### src/rtl/udp_pingpong_ctrl_pkg.sv
// Shared encodings for the UDP receive ping-pong RAM controller and the
// data checker that reads the frames back.
package udp_pp_pkg;

   typedef enum logic [1:0] {
      FREE = 2'd0,
      FILL = 2'd1,
      FULL = 2'd2,
      READ = 2'd3
   } bank_state_t;

   typedef enum logic [1:0] {
      R_IDLE   = 2'd0,
      R_ACTIVE = 2'd1,
      R_REL    = 2'd2
   } rd_state_t;

   localparam logic [31:0] FRAME_HDR = 32'h3a87c5d6;

   function automatic logic [15:0] sat_inc(input logic [15:0] v);
      return (v == 16'hFFFF) ? v : v + 16'd1;
   endfunction

endpackage

### src/rtl/udp_pingpong_ctrl_rr_arb2.sv
// Two-requester round-robin arbiter: combinational pick plus registered
// one-hot grant; the last-granted requester loses the next tie.
module rr_arb2 (
   input  logic       clk,
   input  logic       nRST,
   input  logic       en,
   input  logic [1:0] req,
   output logic [1:0] pick,
   output logic [1:0] gnt
);

   logic       prio_reg, prio_next;
   logic [1:0] gnt_reg;

   // prio_reg names the requester that wins a tie
   always_comb begin
      pick      = 2'b00;
      prio_next = prio_reg;
      if (en) begin
         if (req == 2'b11)
            pick = prio_reg ? 2'b10 : 2'b01;
         else
            pick = req;
         if (pick[0])
            prio_next = 1'b1;
         else if (pick[1])
            prio_next = 1'b0;
      end
   end

   always_ff @(posedge clk or negedge nRST) begin
      if (!nRST) begin
         prio_reg <= 1'b0;
         gnt_reg  <= 2'b00;
      end else begin
         prio_reg <= prio_next;
         gnt_reg  <= pick;
      end
   end

   assign gnt = gnt_reg;

endmodule

### src/rtl/udp_pingpong_ctrl.sv
// Owner of the two-bank UDP receive RAM: hands banks to the receiver,
// dispatches full banks to two readers in order and arbitrates the read port.
module udp_pingpong_ctrl
   import udp_pp_pkg::*;
#(
   parameter logic [15:0] TMO_CYC = 16'd4095,
   parameter int          AW      = 9
) (
   input  logic          clk,
   input  logic          nRST,
   input  logic          wr_frame_start,
   input  logic          wr_frame_end,
   output logic          wr_bank,
   output logic          wr_allow,
   output logic          pingpong,
   output logic          rd_bank,
   input  logic [1:0]    cfg_rd_en,
   input  logic [1:0]    rd_req,
   input  logic [AW-1:0] rd_addr0,
   input  logic [AW-1:0] rd_addr1,
   output logic [1:0]    rd_gnt,
   output logic [1:0]    rd_vld,
   input  logic [1:0]    rd_done,
   output logic [AW:0]   ram_addr,
   output logic [15:0]   drop_cnt,
   output logic [15:0]   tmo_cnt,
   output logic          busy
);

   bank_state_t bank_reg [2];
   bank_state_t bank_next [2];
   rd_state_t   rd_state_reg, rd_state_next;
   logic        wr_bank_reg, wr_bank_next;
   logic        wr_allow_reg, wr_allow_next;
   logic        pingpong_reg, pingpong_next;
   logic        rd_bank_reg, rd_bank_next;
   logic [1:0]  done_reg, done_next;
   logic [15:0] timer_reg, timer_next;
   logic [15:0] drop_cnt_reg, drop_cnt_next;
   logic [15:0] tmo_cnt_reg, tmo_cnt_next;
   logic [1:0]  rd_vld_reg, arb_pick;
   logic [AW:0] ram_addr_reg;

   // Write and read sides touch disjoint bank states (FREE/FILL vs FULL/READ),
   // so both may update bank_next in the same cycle without conflict.
   always_comb begin
      bank_next     = bank_reg;
      rd_state_next = rd_state_reg;
      wr_bank_next  = wr_bank_reg;
      pingpong_next = pingpong_reg;
      rd_bank_next  = rd_bank_reg;
      done_next     = done_reg;
      timer_next    = timer_reg;
      drop_cnt_next = drop_cnt_reg;
      tmo_cnt_next  = tmo_cnt_reg;

      if (wr_frame_start) begin
         if (bank_reg[wr_bank_reg] == FREE)
            bank_next[wr_bank_reg] = FILL;
         else
            drop_cnt_next = sat_inc(drop_cnt_reg);
      end else if (wr_frame_end && bank_reg[wr_bank_reg] == FILL) begin
         bank_next[wr_bank_reg] = FULL;
         wr_bank_next           = ~wr_bank_reg;
      end

      case (rd_state_reg)
         R_IDLE: begin
            if (bank_reg[rd_bank_reg] == FULL) begin
               bank_next[rd_bank_reg] = READ;
               pingpong_next          = ~pingpong_reg;
               done_next              = 2'b00;
               timer_next             = 16'd0;
               rd_state_next          = R_ACTIVE;
            end
         end
         R_ACTIVE: begin
            done_next  = done_reg | rd_done | ~cfg_rd_en;
            timer_next = timer_reg + 16'd1;
            if (done_reg == 2'b11) begin
               rd_state_next = R_REL;
            end else if (timer_reg == TMO_CYC) begin
               tmo_cnt_next  = sat_inc(tmo_cnt_reg);
               rd_state_next = R_REL;
            end
         end
         R_REL: begin
            bank_next[rd_bank_reg] = FREE;
            rd_bank_next           = ~rd_bank_reg;
            rd_state_next          = R_IDLE;
         end
         default: rd_state_next = R_IDLE;
      endcase

      wr_allow_next = (bank_next[wr_bank_next] == FREE);
   end

   always_ff @(posedge clk or negedge nRST) begin
      if (!nRST) begin
         bank_reg     <= '{FREE, FREE};
         rd_state_reg <= R_IDLE;
         wr_bank_reg  <= 1'b0;
         wr_allow_reg <= 1'b1;
         pingpong_reg <= 1'b0;
         rd_bank_reg  <= 1'b0;
         done_reg     <= 2'b00;
         timer_reg    <= 16'd0;
         drop_cnt_reg <= 16'd0;
         tmo_cnt_reg  <= 16'd0;
         rd_vld_reg   <= 2'b00;
         ram_addr_reg <= '0;
      end else begin
         bank_reg     <= bank_next;
         rd_state_reg <= rd_state_next;
         wr_bank_reg  <= wr_bank_next;
         wr_allow_reg <= wr_allow_next;
         pingpong_reg <= pingpong_next;
         rd_bank_reg  <= rd_bank_next;
         done_reg     <= done_next;
         timer_reg    <= timer_next;
         drop_cnt_reg <= drop_cnt_next;
         tmo_cnt_reg  <= tmo_cnt_next;
         // RAM answers one cycle after the address is presented
         rd_vld_reg   <= rd_gnt;
         if (arb_pick[0])
            ram_addr_reg <= {rd_bank_reg, rd_addr0};
         else if (arb_pick[1])
            ram_addr_reg <= {rd_bank_reg, rd_addr1};
      end
   end

   rr_arb2 u_arb (
      .clk  (clk),
      .nRST (nRST),
      .en   (rd_state_reg == R_ACTIVE),
      .req  (rd_req),
      .pick (arb_pick),
      .gnt  (rd_gnt)
   );

   assign wr_bank  = wr_bank_reg;
   assign wr_allow = wr_allow_reg;
   assign pingpong = pingpong_reg;
   assign rd_bank  = rd_bank_reg;
   assign rd_vld   = rd_vld_reg;
   assign ram_addr = ram_addr_reg;
   assign drop_cnt = drop_cnt_reg;
   assign tmo_cnt  = tmo_cnt_reg;
   assign busy     = (rd_state_reg != R_IDLE);

endmodule

### config.mk
export PLATFORM = sky130hd
export DESIGN_NAME = udp_pingpong_ctrl
export DESIGN_NICKNAME = d
export VERILOG_FILES = /design/src/rtl/udp_pingpong_ctrl_pkg.sv /design/src/rtl/udp_pingpong_ctrl_rr_arb2.sv /design/src/rtl/udp_pingpong_ctrl.sv
export SDC_FILE = /design/constraint.sdc
export NUM_CORES = 1
export LEC_CHECK = 0
export CELL_PAD_IN_SITES_DETAIL_PLACEMENT = 1
export CELL_PAD_IN_SITES_GLOBAL_PLACEMENT = 1
export CORE_MARGIN = 2
export CORE_UTILIZATION = 39
export CTS_BUF_LIST = sky130_fd_sc_hd__clkbuf_8 sky130_fd_sc_hd__clkbuf_16
export DETAILED_ROUTE_END_ITERATION = 12
export GPL_ROUTABILITY_DRIVEN = 0
export PLACE_DENSITY = 0.76
export SYNTH_ARGS = -nofsm -noshare
export SYNTH_HDL_FRONTEND = slang
export SYNTH_SLANG_ARGS = --single-unit
### constraint.sdc
create_clock -name clk -period 2.35 [get_ports clk]
set_clock_uncertainty 0.2 [all_clocks]
set_input_delay 0.47 -clock clk [delete_from_list [all_inputs] [get_ports clk]]
set_output_delay 0.47 -clock clk [all_outputs]
set_load 0.01 [all_outputs]
==> results.json <==
{
  "p_int_uw": 2770,
  "worstHoldStart": "u_arb.gnt[0]",
  "final_cell_count_no_fill": 554,
  "avgSynthCellArea_sq_um": 10.5,
  "dr_total_vias": 2876,
  "placedCellCount": 537,
  "setup_viol": 0,
  "power_switching_uw": 1470,
  "end_kind": "primary output",
  "grt_pass1_vias": 3136,
  "post-route-min-period_ns": 2.14,
  "timing.rr.end": "tmo_cnt[8]",
  "synth-edff-count": 0,
  "cts_max_level": 3,
  "die_w_microns": 100,
  "start_kind": "register",
  "synth.area.top_cells": "dfrtp_1 (51%), xnor2_1 (7.0%), nand2_1 (4.0%), nor2_1 (3.2%), xor2_1 (3.1%)",
  "synth-compound-area-share_pct": 6.94,
  "setup_ws_ns": 0.207,
  "fmax_mhz": 467,
  "grt_overflow": 0,
  "tightest_slew_ns": 0.595,
  "ant_nets": 0,
  "pwr-share-comb_pct": 33.4,
  "synth_top_family_by_area": "simple AND/OR/NAND/NOR gates",
  "async_reset_ff_share_pct": 100,
  "core_area_sq_um": 9110,
  "syn_area_sq_um": 3630,
  "crit_arrival_ns": 1.47,
  "fin_nets": 469,
  "period_share_pct": 91.2,
  "drc_errors": 0,
  "yosys_warnings": 0,
  "clock_sinks": 75,
  "area_growth_pct": 32.1,
  "powerDensity_nw_per_um2": 886,
  "antenna_found_initial": 0,
  "clk_pin_slew_ns": 0.08,
  "path_max_fanout": 9,
  "dp_hpwl_mm": 6.36,
  "initial_core_util_pct": 39.8,
  "clock_path_buffers": 2,
  "via_per_inst": 5.19,
  "r2r_start": "timer_reg[7]",
  "die_area_sq_um": 10100,
  "std_cell_rows": 35,
  "grt_usage_pct": 18.8,
  "clock_latency_ns": 0.35,
  "maxSlewViolCount": 0,
  "drv_cap": 0,
  "io_pins": 79,
  "muxShareOfSynthArea_pct": 4.00,
  "cp.required_ns": 1.68,
  "dr.first_iter.drc_count": 81,
  "holdPathStages": 0,
  "yosysTopAreaCell": "dfrtp_1",
  "synth_top_area_share_pct": 51.1,
  "power_uw": 4240,
  "p_seq_share_pct": 43.2,
  "pwr-share-clk_pct": 23.5,
  "cts-buffers-inserted": 9,
  "final_common_cell": "clkdlybuf4s50_1",
  "layout_common_cells": "clkdlybuf4s50_1 (76), dfrtp_1 (73), nand2_1 (39)",
  "die_h_microns": 100,
  "first_pass_iters": 4,
  "drt-total-wl_mm": 8.59,
  "ys_seq_elements": 75,
  "reg2reg_slack_ns": 0.24,
  "rsz0062_at_grt": "no",
  "relSlewSlack_pct": 60.3,
  "synth_cell_type_count": 52,
  "avgRoutedWirePerCell_microns": 15.5,
  "synth_xor_area_share_pct": 10.1,
  "fin_setup_tns_ns": 0,
  "holdPathEnd": "rd_vld[0]",
  "grt_start_max_net_pins": 39,
  "reg2regPathDepth": 6,
  "io_buffers": 78,
  "netlist_instances": 346,
  "synth-simple-area-share_pct": 23.5,
  "cts_root_buf": "clkbuf_8",
  "diodes": 0,
  "leakagePower_uw": 0.00207,
  "synth.net_count": 377,
  "utilization_pct": 52.6,
  "layout-drive-gt1-share_pct": 11.3,
  "outcome": "finished, final reports clean",
  "grt_first_pass_wirelength_mm": 15.1,
  "switching_share_pct": 34.7,
  "tritoncts": "yes",
  "synthAdderAreaFrac_pct": 1.04,
  "pre_cts_ws_ns": 0.137,
  "hold_viol": 0,
  "ys_seq_area_share_pct": 51.8,
  "synth_flop_cell": "dfrtp_1",
  "crit_type": "reg2out",
  "vdd_drop_max_uv": 482,
  "hp-class": "reg2reg"
}
==> power by group through the flow <==
stage | logic (uW) | registers, uW | clock network (uW)
floorplan | 706 | 1890 | 0
global placement | 1380 | 1840 | 0
detailed placement | 1440 | 1860 | 0
CTS | 1450 | 1830 | 1020
global route | 1560 | 1890 | 1090
finish | 1420 | 1830 | 995
==> final cells by class <==
type / instances / area, sq um
fill: 1015 / 4320
sequential: 75 / 1880
multi-input combinational: 251 / 1650
timing repair buffer: 90 / 882
tap: 111 / 139
clock buffer: 10 / 138
clock inverter: 6 / 56.3
inverter: 11 / 41.3
==> Yosys cell counts (2+ instances only) <==
cell,n
a21o_1,2
a21oi_1,8
a21oi_2,2
and2_1,3
and3_1,3
and4_1,4
buf_2,3
buf_6,2
clkbuf_1,3
dfrtp_1,74
ha_1,3
inv_1,10
mux2_1,2
mux2_2,2
mux2i_1,10
nand2_1,39
nand2b_1,4
nand3_1,21
nand3b_1,3
nand4_1,14
nor2_1,31
nor2_2,2
nor3_1,4
nor3_2,4
nor4_1,3
nor4_2,2
nor4_4,2
o21ai_0,18
o22ai_1,2
or2_2,2
or3_1,3
xnor2_1,29
xor2_1,13
==> layer usage <==
metal  share of wire (%)  vias up  global-route usage (%)
met5                   0        -                       0
met4                 1.0        0                    5.37
met3                 2.8       10                    3.34
met2                  51       42                    32.5
met1                  45     1446                    24.3
li1                    -     1378                       -
==> repair_timing <==
action	4_1_cts	5_1_grt
resized for setup	2	0
endpoints found under the setup margin	1	0
endpoints found under the hold margin	35	0
setup buffers	0	0
hold buffers	1	0
==> how the worst max path moves through the flow <==
stage,from,to,slack [ns]
finish,rd_state_reg[1],busy,0.21
global route,tmo_cnt[3],tmo_cnt[13],0.08
CTS,rd_state_reg[1],busy,0.20
detailed placement,wr_frame_start,drop_cnt[1],0.14
global placement,wr_frame_start,drop_cnt[14],0.20
floorplan,tmo_cnt[0],tmo_cnt[1],0.31
==> stage by stage <==
stage               instance area (sq um)  hold WS (ns)
finish                               4790         0.174
global route                         4790         0.200
CTS                                  4790         0.182
detailed placement                   4580         0.164
global placement                     4580         0.163
floorplan                            3630       -0.0256
==> cells by family (layout without fill, tap and decap cells) <==
family,count (synthesis),count (layout)
flops,75,75
buf+inv,20,117
compound gates,39,39
simple gates,153,153
fa+ha+maj,3,3
mux,14,14
xor+xnor,42,42
==> worst max-delay path, stage by stage (launching register included) <==
cell	delay [ns]
dfrtp_2	0.47
or2_2	0.35
dlygate4sd2_1	0.30
Note: power is estimated with default switching activity, not from simulation.
==> RTL edit (config.mk and constraints unchanged) <==
Change the parameter `AW` from 9 to 8.
--- a/src/rtl/udp_pingpong_ctrl.sv
+++ b/src/rtl/udp_pingpong_ctrl.sv
@@ -4,7 +4,7 @@
    import udp_pp_pkg::*;
 #(
    parameter logic [15:0] TMO_CYC = 16'd4095,
-   parameter int          AW      = 9
+   parameter int          AW      = 8
 ) (
    input  logic          clk,
    input  logic          nRST,
Interface: changed (resized ram_addr, rd_addr0 and rd_addr1); port bits go from 79 to 76. No check against the original RTL was run, so the function may have changed too.
==> RTL edit against the original RTL <==
The flow now finishes with violations (negative setup slack); area after synthesis fell by 4.2%; via count rose by 2.9%; worst setup slack got worse by 0.27 ns; sequential cell count fell by 1; total power rose by 1.1%; wire length rose by 1.7%; final area rose by 0.10%; die area fell by 4.1%; critical path type is now flip-flop to flip-flop; critical endpoint is now tmo_cnt[1]$_DFFE_PN0P_; largest power group unchanged.
==> RTL edit: results (changes against the original RTL) <==
| Metric | Value |
|---|---|
| Synth Area in Compound Gates | 6.09% (was 6.94%) |
| Area contributors post-synth | dfrtp_1, xnor2_1, nand2_1, xor2_1, nand3_1 (was dfrtp_1, xnor2_1, nand2_1, nor2_1, xor2_1) |
| Lkg Pwr | 2.08 nW (was 2.07 nW) |
| Syn nets | 366 (was 377) |
| Proportion of synthesized area in mux cells | 3.28% (was 4.00%) |
| Layout Cell Area excl Fill | 0.00479 sq mm (about the same) |
| Peak supply drop | 476 uV (was 482 uV) |
| Sw power | 0.00148 W (was 0.00147 W) |
| Xor/xnor share of the synthesized area | 10.8% (was 10.1%) |
| Routed WL | 8740 um (was 8590 um) |
| Reg2reg end | tmo_cnt[1]$_DFFE_PN0P_ (was tmo_cnt[8]$_DFFE_PN0P_) |
| PnR worst setup slack | -0.0655 ns (was 0.207 ns) |
| Final non-filler cell total | 559 (was 554) |
| Max FO, Critical Path | 3 (was 9) |
| Slew HR | 60.4% (was 60.3%) |
| Mean Syn Cell Area | 10.3 sq um (was 10.5 sq um) |
| CP delay by family, top | simple AND/OR/NAND/NOR gates (was flip-flops) |
| Dpl ws | -0.0648 ns (was 0.137 ns) |
| Placed Area | 0.00452 sq mm (was 0.00458 sq mm) |
| Failing checks | negative setup slack |
| Crit-path slowest cell | or4_4 (was dfrtp_2) |
| Vias after detailed routing | 2959 (was 2876) |
| Share of cells above drive strength 1 | 13.1% (was 11.3%) |
| Final setup viols | 6 (was 0) |
| Fin Hold WS | 0.188 ns (was 0.174 ns) |
| Crit path DAT | 2.45 ns (was 1.47 ns) |
| FF-to-FF path depth | 5 (was 6) |
| Nets@finish | 475 (was 469) |
| Number of global-route vias before repair | 3197 (was 3136) |
| Register area share after synthesis | 53.4% (was 51.8%) |
| Synth Area in Adders | 1.08% (was 1.04%) |
| Outcome | finished, violations left (was completed) |
| Iteration-0 DRC Markers | 53 (was 81) |
| Largest stage delay, worst path | 0.60 ns (was 0.47 ns) |
| Setup TNS | -0.225 ns (was 0 ns) |
| Postcts setup bufs | 3 (was 0) |
| Port Buf Inserts | 75 (was 78) |
| First-pass GRT wire length | 15200 um (was 15100 um) |
| Internal Power | 0.00281 W (was 0.00277 W) |
[RTL edit: cell types whose count changed in the layout (fill, tap and decap cells not counted), moves of 3 or more]
cell / before / now
nor3_2: 4 / 0
nor4_1: 3 / 7
o21ai_0: 17 / 12
or4_4: 0 / 3
nor3_1: 4 / 15
nand4_1: 14 / 11
buf_4: 11 / 26
[RTL edit: routing by layer]
layer | track usage [%] | vias to the layer above | share of wire [%]
met5 | 0 | - | 0
met4 | 5.58 | 0 | 0.68
met3 | 4.44 | 8 | 4.5
met2 | 32.1 | 65 | 51
met1 | 24.6 | 1479 | 44
li1 | - | 1407 | -
[RTL edit: cell type report]
class | instances | area, sq um
Clock buffer | 11 | 151
Clock inverter | 5 | 53.8
Fill cell | 981 | 3880
Inverter | 8 | 30.0
Multi-Input combinational cell | 250 | 1590
Sequential cell | 74 | 1850
Tap cell | 108 | 135
Timing Repair Buffer | 103 | 977
